--- config.mk ---
export PLATFORM = sky130hd
export DESIGN_NAME = compare_sequencer
export DESIGN_NICKNAME = d
export VERILOG_FILES = /design/src/rtl/compare_pkg.sv /design/src/rtl/compare_step.sv /design/src/rtl/compare_sequencer.sv
export SDC_FILE = /design/constraint.sdc
export NUM_CORES = 1
export LEC_CHECK = 0
export BUFFER_PORTS_ARGS = -buffer_cell sky130_fd_sc_hd__buf_2
export CAP_MARGIN = 5
export CORE_MARGIN = 2
export CORE_UTILIZATION = 30
export DETAILED_ROUTE_END_ITERATION = 12
export RECOVER_POWER = 25
export SLEW_MARGIN = 10
export SYNTH_ARGS = -nofsm -noshare
export SYNTH_HDL_FRONTEND = slang
export SYNTH_SLANG_ARGS = --single-unit
--- constraint.sdc ---
create_clock -name clk -period 2.3 [get_ports clk]
set_clock_uncertainty 0.1 [all_clocks]
set_input_delay 0.115 -clock clk [delete_from_list [all_inputs] [get_ports clk]]
set_output_delay 0.115 -clock clk [all_outputs]
set_load 0.02 [all_outputs]
--- src/rtl/compare_pkg.sv ---
// Shared constants and state type for the bit-serial magnitude comparator.
package compare_pkg;

  localparam int WIDTH  = 8;
  localparam int NIBBLE = 4;
  localparam int IDX_W  = 3;

  typedef enum logic [1:0] {
    IDLE,
    RUN,
    FINISH
  } state_t;

endpackage

--- src/rtl/compare_step.sv ---
// One MSB-first magnitude-compare step; time-shared across all operand bits.
module compare_step (
  input  logic a,
  input  logic b,
  input  logic lt_in,
  input  logic gt_in,
  input  logic eq_in,
  output logic lt_out,
  output logic gt_out,
  output logic eq_out
);

  // Once eq drops, lt/gt are frozen: the first differing bit decides.
  assign gt_out = gt_in | (eq_in & a & ~b);
  assign lt_out = lt_in | (eq_in & ~a & b);
  assign eq_out = eq_in & ~(a ^ b);

endmodule

--- src/rtl/compare_sequencer.sv ---
// Push-button operand loader and bit-serial compare sequencer.
// Optional COMPARE_EARLY_EXIT_EN ends the run at the first differing bit.
module compare_sequencer
  import compare_pkg::*;
#(
  parameter int SYNC_STAGES = 2
) (
  input  logic             clk,
  input  logic             rst,
  input  logic [3:0]       pb,
  input  logic [3:0]       y,
  input  logic             start,
  output logic             busy,
  output logic             done,
  output logic             l,
  output logic             g,
  output logic             e,
  output logic [WIDTH-1:0] a_q,
  output logic [WIDTH-1:0] b_q
);

  logic [3:0]       pb_sync;
  logic [3:0]       pb_prev;
  logic [3:0]       pb_rise;
  state_t           state;
  logic [WIDTH-1:0] a_sh;
  logic [WIDTH-1:0] b_sh;
  logic [IDX_W-1:0] idx;
  logic             lt;
  logic             gt;
  logic             eq;
  logic             lt_out;
  logic             gt_out;
  logic             eq_out;
  logic             last_step;

  genvar gi;
  generate
    for (gi = 0; gi < 4; gi++) begin : g_sync
      logic [SYNC_STAGES-1:0] chain;
      always_ff @(posedge clk or posedge rst) begin
        if (rst) chain <= '0;
        else     chain <= {chain[SYNC_STAGES-2:0], pb[gi]};
      end
      assign pb_sync[gi] = chain[SYNC_STAGES-1];
    end
  endgenerate

  always_ff @(posedge clk or posedge rst) begin
    if (rst) pb_prev <= '0;
    else     pb_prev <= pb_sync;
  end

  assign pb_rise = pb_sync & ~pb_prev;

  compare_step u_step (
    .a      (a_sh[WIDTH-1]),
    .b      (b_sh[WIDTH-1]),
    .lt_in  (lt),
    .gt_in  (gt),
    .eq_in  (eq),
    .lt_out (lt_out),
    .gt_out (gt_out),
    .eq_out (eq_out)
  );

`ifdef COMPARE_EARLY_EXIT_EN
  assign last_step = (idx == '0) || !eq_out;
`else
  assign last_step = (idx == '0);
`endif

  always_ff @(posedge clk or posedge rst) begin
    if (rst) begin
      state <= IDLE;
      a_q   <= '0;
      b_q   <= '0;
      a_sh  <= '0;
      b_sh  <= '0;
      idx   <= '0;
      lt    <= 1'b0;
      gt    <= 1'b0;
      eq    <= 1'b1;
      l     <= 1'b0;
      g     <= 1'b0;
      e     <= 1'b1;
      busy  <= 1'b0;
      done  <= 1'b0;
    end else begin
      done <= 1'b0;
      case (state)
        IDLE: begin
          // Snapshot sees the pre-load operands when a load and start coincide.
          if (pb_rise[0]) a_q[NIBBLE-1:0]     <= y;
          if (pb_rise[1]) a_q[WIDTH-1:NIBBLE] <= y;
          if (pb_rise[2]) b_q[NIBBLE-1:0]     <= y;
          if (pb_rise[3]) b_q[WIDTH-1:NIBBLE] <= y;
          if (start) begin
            a_sh  <= a_q;
            b_sh  <= b_q;
            lt    <= 1'b0;
            gt    <= 1'b0;
            eq    <= 1'b1;
            idx   <= IDX_W'(WIDTH - 1);
            busy  <= 1'b1;
            state <= RUN;
          end
        end
        RUN: begin
          lt   <= lt_out;
          gt   <= gt_out;
          eq   <= eq_out;
          a_sh <= {a_sh[WIDTH-2:0], 1'b0};
          b_sh <= {b_sh[WIDTH-2:0], 1'b0};
          idx  <= idx - 1'b1;
          if (last_step) state <= FINISH;
        end
        FINISH: begin
          l     <= lt;
          g     <= gt;
          e     <= eq;
          done  <= 1'b1;
          busy  <= 1'b0;
          state <= IDLE;
        end
        default: state <= IDLE;
      endcase
    end
  end

endmodule

# Word-level counts from Yosys, hierarchy flattened
# Cells that the tools add are included.
# W data, S select, Z words.
# classes
add_sub_neg,1
eq_ne,4
n_reduce_logical,11
muxes,16
n_bitwise,13
# op_table
cell,count
$pmux W8 S2,2
$mux W8,2
$reduce_and A2 Y1,7
$pmux W1 S2,4
$pmux W3 S2,1
$and A1 B1 Y1,5
$and A4 B4 Y4,1
$mux W2,2
$ne A2 B2 Y1 const B,2
$not A4 Y4,1
$pmux W2 S2,1
$reduce_bool A2 Y1,2
$logic_not A3 Y1,1
$mux W1,3
$mux W3,1
$not A1 Y1,3
$sub A3 B1 Y3 const B,1
$eq A2 B1 Y1 const B,1
$eq A2 B2 Y1 const B,1
$logic_not A2 Y1,1
$or A1 B1 Y1,2
$xor A1 B1 Y1,1
# totals
wordCells,66
in_bits,11
output_inout_bits,21
ff_bits,57

# Logic depth before layout (Yosys ltp)
# Gate-level depths: netlist of the first run.
# logic_depth
ltp_word,5
ltp_mapped,6
ltp_nobuf,4

# Modules after synthesis
# From an unflattened synthesis of the first run, not the netlist that was laid out.
# unflattened
hier_cells,170
hier_area_um2,2333.5
# modules_own_cells
module,seq_area_each_um2,area_per_inst_um2,instances,cells_each
compare_sequencer,1428.9,2294.7,1,164
compare_step,0.0,38.8,1,6

# Worst setup path before layout of the first run
# OpenSTA, ideal clock, no wires.
# synth_timing
path_kind,flip-flop to flip-flop
start,register state[1]
end,register b_q[4]
path_stages_with_launch,4
t_arrival_ps,1329
n_path_buf,1
required_ps,2075
period_less_slack_ps,1554
path_slack_ps,746
setup_ps,125
cell_sequence,dfrtp_1 > buf_6 > nor4b_4 > mux2_2
# synth_between
elab_chain_len,2
# synth_lines
element,line,rtl
from (decl),compare_sequencer.sv:25,state_t state;
from (signal assigned),compare_sequencer.sv:75,state <= IDLE;
from (signal assigned),compare_sequencer.sv:106,state <= RUN;
from (signal assigned),compare_sequencer.sv:116,if (last_step) state <= FINISH;
$logic_not A2 Y1,compare_sequencer.sv:91,case (state)
$reduce_and A2 Y1 (no source line),n/a,
"to (signal, indexed assignment)",compare_sequencer.sv:96,if (pb_rise[2]) b_q[NIBBLE-1:0] <= y;
"to (signal, indexed assignment)",compare_sequencer.sv:97,if (pb_rise[3]) b_q[WIDTH-1:NIBBLE] <= y;
to (decl),compare_sequencer.sv:19,output logic [WIDTH-1:0] b_q
# No other way between the ends.
# A chain may end at the register's enable or synchronous reset.

# Worst setup path in the final report of the first run
# layout_timing
start,register state[1]
end,register a_sh[3]
# layout_between
elab_chain_len,3
word_cells_on_any_way,6
cone_classes,eq/ne (2); mux (1); reduce/logical (3)
# layout_lines
element,line,rtl
$eq A2 B1 Y1 / $logic_not A2 Y1 (equally long branches),compare_sequencer.sv:91,
$reduce_bool A2 Y1 (no source line) / $ne A2 B2 Y1 (equally long branches),n/a,
$reduce_and A2 Y1 (no source line),n/a,
to (signal assigned),compare_sequencer.sv:99,a_sh <= a_q;
to (signal assigned),compare_sequencer.sv:113,"a_sh <= {a_sh[WIDTH-2:0], 1'b0};"
to (decl),compare_sequencer.sv:26,logic [WIDTH-1:0] a_sh;
# Several ways; a longest one is shown, not always the timed one.

==> Implementation_results.wiki, run 1 <==
{| class="wikitable"
! Metric !! Value
|-
| EDFF count, synth || 0
|-
| Count of buffers inserted at the top-level ports || 31
|-
| Number of H-tree branching levels || 3
|-
| Upper clock frequency limit || 0.530 GHz
|-
| Vias per cell || 4.84
|-
| Startpoint of the most critical hold path || start
|-
| Final cell utilization of the core || 0.383
|-
| Kind of start point of the critical path || register
|-
| Core Rows || 31
|-
| Post-route ant nets || 0
|-
| Vias after detailed routing || 1534
|-
| Class of the most critical setup path || register to register
|-
| Distinct cell type count of the synthesized netlist || 26
|-
| Slew at the pin closest to its max-slew limit || 1.08 ns
|-
| Final Setup Violations || 0
|-
| Max Cap Violations || 0
|-
| Largest buffer count on any clock path || 2
|-
| Area used by sequential logic in the layout || 1430 sq um
|-
| Syn_nets || 182
|-
| Pin count of the biggest net entering global routing || 31
|-
| Total inserted antenna cells || 0
|-
| Slew Limit Headroom || 0.281
|-
| Yosys warns || 0
|-
| CTS Buf Count || 9
|-
| Post-Syn Instances || 169
|-
| Met2 Wirelength || 2020 um
|-
| Initial Util || 0.313
|-
| Async set or reset register ratio after synthesis || 1.00
|-
| DRC violation count after routing || 0
|-
| Total Routing Usage GR || 0.124
|-
| Largest voltage drop on the vdd net || 0.584 mV
|-
| Cell with the most instances after synthesis || dfrtp_1
|-
| TritonCTS clock tree || done
|-
| Tcrit/Tclk final || 0.820
|-
| DP HPWL || 3100 um
|-
| Ys flop type || dfrtp_1
|-
| Vert. Die Dim || 91.2 um
|-
| Capture endpoint of the worst hold path || busy$_DFFE_PP0P_
|-
| Standard cell core area || 7290 sq um
|-
| Run status || completed
|-
| First-pass GRT wire length || 7820 um
|-
| Number of search-and-repair iterations in the first detailed-routing pass || 5
|-
| Synth area leaders || dfrtp_1 60%, mux2_2 9.9%, o22ai_1 7.7%
|-
| Sink count of the clock tree || 57
|-
| Vias in the first global route || 1500
|-
| Root buffer selected by CTS || clkbuf_8
|-
| Layout overhead on the synthesized area || 22.3%
|-
| Reg-to-reg setup timing slack || 0.41 ns
|-
| Capture point of the worst reg-to-reg path || a_sh[3]$_DFFE_PP0P_
|-
| Worst reg2reg path depth || 3
|-
| Mean routed wirelength per cell || 14.6 um
|-
| Leading post-synthesis cells by instance count || 55 x dfrtp_1, 28 x o22ai_1, 20 x mux2_2
|-
| WL final || 4640 um
|-
| Final weighted congestion in routability-driven placement || 0.694
|-
| Final layout net count || 226
|-
| Count of final max-slew check failures || 0
|-
| Die area || 8320 sq um
|-
| Post-layout total power || 0.00375 W
|-
| Number of instances resized during post-cts repair || 0
|-
| Minimum clock period after layout || 1.89 ns
|-
| Area of combinational cells with multiple inputs || 761 sq um
|-
| Post-synthesis sequential area ratio || 0.626
|-
| Number of cells on the worst hold path || 3
|-
| Met1 wire length || 2310 um
|-
| Worst R2R Start || state[1]$_DFFE_PP0P_
|-
| Share of Yosys cell area claimed by the top area cell type || 0.603
|-
| Data arrival time of the critical path || 2.05 ns
|-
| Power per unit of standard cell area || 1350 nW/um^2
|-
| Maximum fanout along the worst path || 16
|-
| Initial antenna violation count || 0
|-
| Required time at the worst-slack endpoint || 2.46 ns
|-
| Met3 WL || 254 um
|-
| Final Hold Vio Count || 0
|-
| Area of the mapped netlist || 2280 sq um
|-
| Hold crit path type || input pin to register
|-
| Fillers || 730
|-
| Gr ovfl total || 0
|-
| Setup repair after global routing missed its margin || no
|-
| Width of the die || 91.2 um
|-
| Post-synth top area cell || dfrtp_1
|-
| Final total negative setup slack || 0 ns
|-
| Mean instance size in the synthesized netlist || 13.5 sq um
|-
| Fraction of layout instances using a drive strength above 1 || 0.362
|-
| Highest routed layer || met4
|-
| Critical Path End Type || register
|-
| 1st-iter DRT viols || 96
|-
| Post-synthesis register bit count || 57
|-
| Clock-pin slew on the worst setup and hold paths || 0.07 ns
|-
| # IOs || 32
|-
| Insertion delay to the later sink of the worst-skew pair || 0.34 ns
|-
| Leakage power of the design || 1.23 nW
|}
## kinds of logic after synthesis
family / Yosys count / synth area share
flops: 57 / 0.626
compound gates: 56 / 0.143
mux: 20 / 0.0987
simple gates: 17 / 0.0773
buf+inv: 16 / 0.0406
fa+ha+maj: 2 / 0.0110
xor+xnor: 1 / 0.00384
## metrics by stage
step	setup slack (ns)	std cells	cell area [sq um]	hold slack, ns
4_1_cts	0.405	317	2790	0.135
6_report	0.413	317	2790	0.164
3_5_place_dp	0.422	292	2520	0.125
2_1_floorplan	0.689	169	2280	0.0464
5_1_grt	0.245	317	2790	0.198
3_3_place_gp	0.487	292	2520	0.124
## where the power goes
part / switching [W] / total, W / internal (W)
clock: 0.000436 / 0.000832 / 0.000396
combinational: 0.000648 / 0.00119 / 0.000545
sequential: 0.000354 / 0.00173 / 0.00138
total: 0.00144 / 0.00375 / 0.00232
## registers in the layout, summed over array words and instances (netlist names)
name,count
eq,1
pb_prev,4
state,2
b_q,8
a_sh,8
g_sync.chain,8
a_q,8
idx,3
g,1
done,1
lt,1
busy,1
gt,1
e,1
b_sh,8
l,1
## routing by layer
layer | up-vias | GRT usage
li1 | 719 | -
met3 | 7 | 0.0581
met2 | 39 | 0.172
met1 | 769 | 0.171
met5 | - | 0
met4 | 0 | 0.0379
## layout by cell type, fill, tap and decap left out, types with 3 or more instances in the layout
master,instances
a21oi_1,17
inv_1,5
dlygate4sd3_1,9
o22ai_1,28
dfrtp_1,55
clkbuf_8,9
mux2_2,20
clkinvlp_4,3
nor2_1,4
o21ai_0,7
buf_2,31
nor4b_4,4
## timing repair
item / CTS / global route
setup buffers: 0 / 0
hold endpoints to repair: 45 / 0
endpoints found under the setup margin: 0 / 0
hold buffers: 9 / 0
## worst max-delay path, cell delays in order, from the launching register on
cell      delay [ns]
dfrtp_1         0.78
nand2b_1        0.58
o22ai_1         0.17
a21oi_1         0.17
## area by class of cell
cell class / instances / share of cell area
Timing Repair Buffer: 42 / 0.0978
Multi-Input combinational cell: 96 / 0.273
Sequential cell: 57 / 0.512
Clock buffer: 9 / 0.0444
Clock inverter: 7 / 0.0193
Tap cell: 99 / 0.0444
Inverter: 7 / 0.00942
## worst max-delay path by stage
stage / start / endpoint / slack [ns] / cells after the start
after floorplan: rst / a_q[0]$_DFFE_PP0P_ / 0.69 / 1
after global placement: state[1]$_DFFE_PP0P_ / a_sh[2]$_DFFE_PP0P_ / 0.49 / 3
after detailed placement: state[1]$_DFFE_PP0P_ / a_sh[5]$_DFFE_PP0P_ / 0.42 / 3
after CTS: state[1]$_DFFE_PP0P_ / b_sh[4]$_DFFE_PP0P_ / 0.41 / 3
after global routing: state[1]$_DFFE_PP0P_ / a_sh[6]$_DFFE_PP0P_ / 0.24 / 3
final: state[1]$_DFFE_PP0P_ / a_sh[3]$_DFFE_PP0P_ / 0.41 / 3
Power figures use the tool's default switching activity.
==> run 2, diff against run 1 <==
- clock period: 2.3 -> 1.8 ns (I/O delays scaled with it)
==> run 2 against run 1 <==
Global-route usage rose by 0.14 points. Flip-flop and latch count did not move. Combinational power rose by 35%. Count of clock-buffer cells in the layout rose by 1. Critical endpoint is now a_q[5]$_DFFE_PP0P_. Largest cell class unchanged. Highest routed layer unchanged.
==> Implementation_results.wiki, run 2 (same netlist as run 1, synthesis figures left out) <==
{| class="wikitable"
! Metric !! Value
|-
| Run status || completed
|-
| Setup repair after global routing missed its margin || no
|-
| Total inserted antenna cells || 0 (unchanged)
|-
| Final cell utilization of the core || 0.392 (+0.00978)
|-
| Max Cap Violations || 0 (unchanged)
|-
| Number of H-tree branching levels || 3 (unchanged)
|-
| Slew at the pin closest to its max-slew limit || 0.824 ns (-0.254 ns)
|-
| Post-route ant nets || 0 (unchanged)
|-
| Upper clock frequency limit || 0.601 GHz (+13%)
|-
| DP HPWL || 3320 um (+7.3%)
|-
| Worst reg2reg path depth || 2 (-1)
|-
| Layout overhead on the synthesized area || 25.4%
|-
| Initial Util || 0.313 (unchanged)
|-
| DRC violation count after routing || 0 (unchanged)
|-
| Power per unit of standard cell area || 1790 nW/um^2 (+33%)
|-
| Insertion delay to the later sink of the worst-skew pair || 0.34 ns (about the same)
|-
| Minimum clock period after layout || 1.66 ns (-0.222 ns)
|-
| Max incr delay on CP || 0.56 ns (-0.22 ns)
|-
| Required time at the worst-slack endpoint || 1.93 ns (-0.53 ns)
|-
| Tcrit/Tclk final || 0.925 (+0.104)
|-
| Slew Limit Headroom || 0.450 (+0.169)
|-
| Hold crit path type || input pin to register
|-
| Finished Cell Area || 2860 sq um (+2.6%)
|-
| Vias after detailed routing || 1552 (+1.2%)
|-
| # IOs || 32 (unchanged)
|-
| Initial antenna violation count || 0 (unchanged)
|-
| Total Routing Usage GR || 0.125 (+0.00140)
|-
| Number of instances resized during post-cts repair || 0 (unchanged)
|-
| Clock-pin slew on the worst setup and hold paths || 0.07 ns (about the same)
|-
| Number of cells on the worst hold path || 3 (unchanged)
|-
| Sink count of the clock tree || 57 (unchanged)
|-
| Cell depth of the worst setup path || 2 (-1)
|-
| Cell area after placement || 2560 sq um (+1.4%)
|-
| TritonCTS clock tree || done
|-
| Data arrival time of the critical path || 1.79 ns (-0.26 ns)
|-
| Standard cell core area || 7290 sq um (unchanged)
|-
| Leakage power of the design || 1.27 nW (+3.2%)
|-
| Gr ovfl total || 0 (unchanged)
|-
| Final weighted congestion in routability-driven placement || 0.754 (+8.6%)
|-
| Mean routed wirelength per cell || 14.8 um (+1.4%)
|-
| Maximum fanout along the worst path || 9 (-7)
|-
| WL final || 4750 um (+2.4%)
|-
| Vias in the first global route || 1548 (+3.2%)
|-
| Root buffer selected by CTS || clkbuf_8
|-
| Pin count of the biggest net entering global routing || 27 (-13%)
|-
| CP max stage cell || dfrtp_1
|-
| Final layout net count || 229 (+1.3%)
|-
| Kind of start point of the critical path || register
|-
| Final Hold Vio Count || 0 (unchanged)
|-
| Die area || 8320 sq um (unchanged)
|-
| Vert. Die Dim || 91.2 um (unchanged)
|-
| Count of final max-slew check failures || 0 (unchanged)
|-
| CTS Buf Count || 9 (unchanged)
|-
| Fraction of layout instances using a drive strength above 1 || 0.371 (+0.00866)
|-
| Final total negative setup slack || 0 ns (unchanged)
|-
| Most frequent cells in the layout || 55 x dfrtp_1, 31 x buf_2, 28 x o22ai_1
|-
| Buf+Inv Stages, Crit Path || 0 (unchanged)
|-
| Width of the die || 91.2 um (unchanged)
|-
| Most common cell after layout, fill and taps aside || dfrtp_1
|-
| CP Cell Sequence || nor4b_4, mux2_2
|-
| Largest voltage drop on the vdd net || 0.815 mV (+40%)
|-
| Critical Path End Type || register
|-
| 1st-iter DRT viols || 113 (+18%)
|-
| Number of search-and-repair iterations in the first detailed-routing pass || 4 (-1)
|-
| Largest buffer count on any clock path || 2 (unchanged)
|-
| First-pass GRT wire length || 7950 um (+1.6%)
|-
| Count of buffers inserted at the top-level ports || 31 (unchanged)
|-
| Vias per cell || 4.85 (+0.22%)
|-
| Core Rows || 31 (unchanged)
|-
| Worst path top cell family by delay || flip-flops
|-
| Class of the most critical setup path || register to register
|-
| Final Setup Violations || 0 (unchanged)
|}
==> run 2: cell count changes in the layout (fill, tap and decap cells not counted) <==
cell and change:
clkbuf_4 +1, bufinv_16 +2, clkbuf_8 +1, inv_6 -1, clkinv_4 -1, clkinvlp_4 -1
buf_4 +2
==> run 2: tightest hold or removal path, stage by stage <==
cell and delay [ns]:
buf_2 0.21, a21oi_1 0.19, nor2_1 0.05
==> run 2: final cells by class <==
cell class              count  area (sq um)
fillers                   729          4430
flip-flops and latches     57          1430
multi-input cells          96           761
repair buffers             45           295
clock buffers              10           138
well taps                  99           124
clock inverters             6          88.8
inverters                   7          26.3
==> run 2: power by group <==
part	internal, W	switching, W	total, W
clock network	0.000818	0.000514	0.00133
registers	0.00176	0.000416	0.00218
logic	0.000723	0.000883	0.00161
==> run 2: through the flow <==
step	std cells	total power, W	setup WS (ns)	hold WS (ns)
2_1_floorplan	169	0.00329	0.214	0.0214
3_3_place_gp	295	0.00375	0.161	0.0516
3_5_place_dp	295	0.00381	0.139	0.0479
4_1_cts	320	0.00517	0.133	0.120
5_1_grt	320	0.00545	0.0521	0.165
6_report	320	0.00511	0.135	0.137
==> run 2: what timing repair did <==
| item | CTS | global route |
|---|---|---|
| endpoints found under the hold margin | 39 | 0 |
| endpoints found under the setup margin | 0 | 0 |
| setup buffers | 0 | 0 |
| hold buffers | 9 | 0 |
==> run 2: routing by layer <==
layer  share of wire  GRT usage  vias to the layer above
met1            0.47      0.162                      771
met2            0.46      0.193                       47
met3           0.058     0.0531                        6
li1                -          -                      728
met4           0.012     0.0341                        0
met5               0          0                        -
==> run 2: worst paths after layout <==
check | end | slack [ns] | start
worst max-delay path | a_q[5]$_DFFE_PP0P_ | 0.14 | state[0]$_DFFE_PP0P_
worst min-delay path | busy$_DFFE_PP0P_ | 0.14 | start
worst max register to register | a_q[5]$_DFFE_PP0P_ | 0.14 | state[0]$_DFFE_PP0P_
worst min register to register | g_sync[0].chain[1]$_DFF_PP0_ | 0.25 | g_sync[0].chain[0]$_DFF_PP0_
max in group asynchronous | e$_DFFE_PP1P_ | 0.28 | rst
min in group asynchronous | a_sh[4]$_DFFE_PP0P_ | 0.36 | rst
==> run 3, diff against run 2 <==
- SYNTH_HIERARCHICAL: default -> 1
==> run 3 against run 2 <==
Sequential share of layout area is 0.50 points lower. Combinational power grew 7%. Setup slack got worse by 0.0035 ns. Synthesized area rose by 2.2%. Via count decreased by 3.1%. Sequential power down 3%. Clock power fell by 21%. Maximum frequency down 0.21%. Non-clock buffer count increased by 3.
==> Implementation_results.wiki, run 3 <==
{| class="wikitable"
! Metric !! Value
|-
| Adder and majority gate portion of the synthesized area || 0.0107 (-0.000241)
|-
| Hold crit path type || input pin to register
|-
| Ys flop type || dfrtp_1
|-
| Area of the mapped netlist || 2330 sq um (+2.2%)
|-
| Number of H-tree branching levels || 3 (unchanged)
|-
| Most frequent cells in the layout || 55 x dfrtp_1, 31 x buf_2, 24 x inv_1
|-
| Final weighted congestion in routability-driven placement || 0.711 (-5.7%)
|-
| Post-synthesis register bit count || 57 (unchanged)
|-
| Synth area leaders || dfrtp_1 59%, mux2_2 9.2%, nor4b_4 4.1%
|-
| Worst R2R Start || state[0]$_DFFE_PP0P_
|-
| CTS Buf Count || 9 (unchanged)
|-
| Core Rows || 32 (+3.2%)
|-
| Kind of start point of the critical path || register
|-
| Async set or reset register ratio after synthesis || 1.00 (unchanged)
|-
| Relative contribution of the clock network to total power || 0.215 (-0.045)
|-
| Post-layout total power || 0.00489 W (-4.3%)
|-
| Post-route ant nets || 0 (unchanged)
|-
| Data arrival time of the critical path || 1.79 ns (about the same)
|-
| Count of final max-slew check failures || 0 (unchanged)
|-
| Initial Util || 0.305 (-0.00783)
|-
| Worst setup path startpoint || state[0]$_DFFE_PP0P_
|-
| Tcrit/Tclk final || 0.927 (+0.00192)
|-
| Most common cell after layout, fill and taps aside || dfrtp_1
|-
| First-pass GRT wire length || 7700 um (-3.1%)
|-
| Switching portion of total power || 0.364 (+0.00904)
|-
| Total Routing Usage GR || 0.122 (-0.00267)
|-
| Simple-gate share of the synthesized area || 0.111 (+0.0337)
|-
| Required time at the worst-slack endpoint || 1.92 ns (about the same)
|-
| Die area || 8500 sq um (+2.1%)
|-
| Post-synthesis sequential area ratio || 0.612 (-0.0138)
|-
| Mean instance size in the synthesized netlist || 13.7 sq um (+1.6%)
|-
| Slew Limit Headroom || 0.341 (-0.109)
|-
| DRC violation count after routing || 0 (unchanged)
|-
| Final Setup Violations || 0 (unchanged)
|-
| Gr ovfl total || 0 (unchanged)
|-
| Vias after detailed routing || 1504 (-3.1%)
|-
| Largest voltage drop on the vdd net || 0.715 mV (-12%)
|-
| Slew at the pin closest to its max-slew limit || 0.987 ns (+0.163 ns)
|-
| Initial antenna violation count || 0 (unchanged)
|-
| Final layout net count || 232 (+1.3%)
|-
| Syn_nets || 183 (+0.55%)
|-
| Distinct cell type count of the synthesized netlist || 30 (+15%)
|-
| Largest buffer count on any clock path || 2 (unchanged)
|-
| Power per unit of standard cell area || 1690 nW/um^2 (-5.3%)
|-
| Reg-to-reg setup timing slack || 0.13 ns (about the same)
|-
| Fraction of layout instances using a drive strength above 1 || 0.357 (-0.0139)
|-
| Mean routed wirelength per cell || 14.6 um (-1.9%)
|-
| Xor/xnor cell area share of the yosys netlist || 0.00375 (-0.0000844)
|-
| Run status || completed
|-
| Width of the die || 92.2 um (+1.1%)
|-
| Leading post-synthesis cells by instance count || 55 x dfrtp_1, 24 x inv_1, 19 x mux2_2
|-
| Internal power || 0.00311 W (-5.7%)
|-
| Net switching power || 0.00178 W (-1.9%)
|-
| Complex-gate fraction of the synthesized area || 0.0960 (-0.0466)
|-
| Worst Setup Slack, final || 0.132 ns (-0.00346 ns)
|-
| TritonCTS clock tree || done
|-
| Leakage power of the design || 1.33 nW (+4.7%)
|-
| Multiplexer share of the synthesized area || 0.0960 (-0.00271)
|-
| Worst reg2reg path depth || 2 (unchanged)
|-
| WL final || 4750 um (about the same)
|-
| Vert. Die Dim || 92.2 um (+1.1%)
|-
| Yosys warns || 6 (+6)
|-
| 1st-iter DRT viols || 211 (+87%)
|-
| Root buffer selected by CTS || clkbuf_8
|-
| Pin count of the biggest net entering global routing || 28 (+3.7%)
|-
| Post-Syn Instances || 170 (+0.59%)
|-
| Count of buffers inserted at the top-level ports || 31 (unchanged)
|-
| Upper clock frequency limit || 0.599 GHz (-0.21%)
|-
| Pre-CTS setup slack || 0.129 ns (-0.00983 ns)
|-
| Sink count of the clock tree || 57 (unchanged)
|-
| Number of search-and-repair iterations in the first detailed-routing pass || 5 (+1)
|-
| CP endpoint || b_q[6]$_DFFE_PP0P_
|-
| Total inserted antenna cells || 0 (unchanged)
|-
| Main combinational cell family by area after synthesis || simple AND/OR/NAND/NOR gates
|-
| Class of the most critical setup path || register to register
|-
| Maximum fanout along the worst path || 11 (+2)
|-
| Post-CTS setup buffers || 0 (unchanged)
|-
| Combinational fraction of design power || 0.354 (+0.040)
|-
| Capture point of the worst reg-to-reg path || b_q[6]$_DFFE_PP0P_
|-
| Cell with the most instances after synthesis || dfrtp_1
|-
| Critical Path End Type || register
|-
| Share of Yosys cell area claimed by the top area cell type || 0.590 (-0.0133)
|-
| Part of the power in registers || 0.431 (+0.005)
|-
| # IOs || 32 (unchanged)
|-
| Vias in the first global route || 1474 (-4.8%)
|-
| Standard cell core area || 7650 sq um (+4.9%)
|-
| Final cell utilization of the core || 0.378 (-0.0145)
|-
| Post-synth top area cell || dfrtp_1
|-
| Vias per cell || 4.61 (-4.9%)
|-
| DP HPWL || 3210 um (-3.5%)
|-
| Layout overhead on the synthesized area || 23.9%
|-
| Clock-pin slew on the worst setup and hold paths || 0.06 ns (about the same)
|-
| EDFF count, synth || 0 (unchanged)
|-
| Minimum clock period after layout || 1.67 ns (+0.00345 ns)
|-
| Setup repair after global routing missed its margin || no
|-
| Max Cap Violations || 0 (unchanged)
|-
| Insertion delay to the later sink of the worst-skew pair || 0.35 ns (about the same)
|-
| Final Hold Vio Count || 0 (unchanged)
|-
| Final total negative setup slack || 0 ns (unchanged)
|}
==> run 3: timing repair <==
item,CTS,global route
endpoints found under the setup margin,0,0
resized for setup,0,0
endpoints found under the hold margin,42,0
hold buffers,9,0
==> run 3: kinds of logic (layout without fill, tap and decap cells) <==
kind of cell,after synthesis,count (layout)
XOR/XNOR,1,1
flip-flops,57,57
adder cells (fa/ha/maj),2,2
buffers and inverters,34,88
AO/OA/AOI/OAI,26,26
multiplexers,20,20
AND/OR/NAND/NOR,30,30
==> run 3: final cells by class <==
cell class / instances / area [sq um]
well taps: 102 / 128
fillers: 751 / 4760
inverters: 24 / 90.1
clock buffers: 11 / 141
clock inverters: 5 / 31.3
multi-input cells: 79 / 741
flip-flops and latches: 57 / 1430
repair buffers: 48 / 330
==> run 3: through the flow <==
step	cell area [sq um]	cells	hold slack, ns
2_1_floorplan	2330	170	0.0214
3_3_place_gp	2630	301	0.0796
3_5_place_dp	2630	301	0.0712
4_1_cts	2890	326	0.148
5_1_grt	2890	326	0.194
6_report	2890	326	0.154
==> run 3: critical path, stage by stage (launching register included) <==
cell,delay (ns)
dfrtp_1,0.58
nor4b_4,0.48
mux2_2,0.38
==> run 3: power groups by stage <==
stage               Clock (W)  Sequential, W  Combinational, W
finish                0.00105        0.00211           0.00173
global route          0.00114        0.00218           0.00191
CTS                   0.00108        0.00213           0.00177
detailed placement          0        0.00215           0.00174
global placement            0        0.00214           0.00170
floorplan                   0        0.00228           0.00106
==> run 3: how the worst min path moves through the flow <==
| stage | startpoint | end | slack [ns] | cells past startpoint |
|---|---|---|---|---|
| finish | start | a_sh[0]$_DFFE_PP0P_ | 0.15 | 3 |
| global route | start | a_sh[0]$_DFFE_PP0P_ | 0.19 | 3 |
| CTS | start | a_sh[0]$_DFFE_PP0P_ | 0.15 | 3 |
| detailed placement | rst | done$_DFF_PP0_ | 0.07 | 2 |
| global placement | rst | done$_DFF_PP0_ | 0.08 | 2 |
| floorplan | pb[0] | g_sync[0].chain[0]$_DFF_PP0_ | 0.02 | 0 |
==> run 3: layer usage <==
| layer | up-vias | share of wire | global-route usage | wire length (um) |
|---|---|---|---|---|
| met5 | - | 0 | 0 | 0 |
| met4 | 0 | 0.021 | 0.0746 | 99 |
| met3 | 8 | 0.039 | 0.0394 | 183 |
| met2 | 30 | 0.49 | 0.175 | 2310 |
| met1 | 765 | 0.45 | 0.161 | 2160 |
| li1 | 701 | - | - | - |
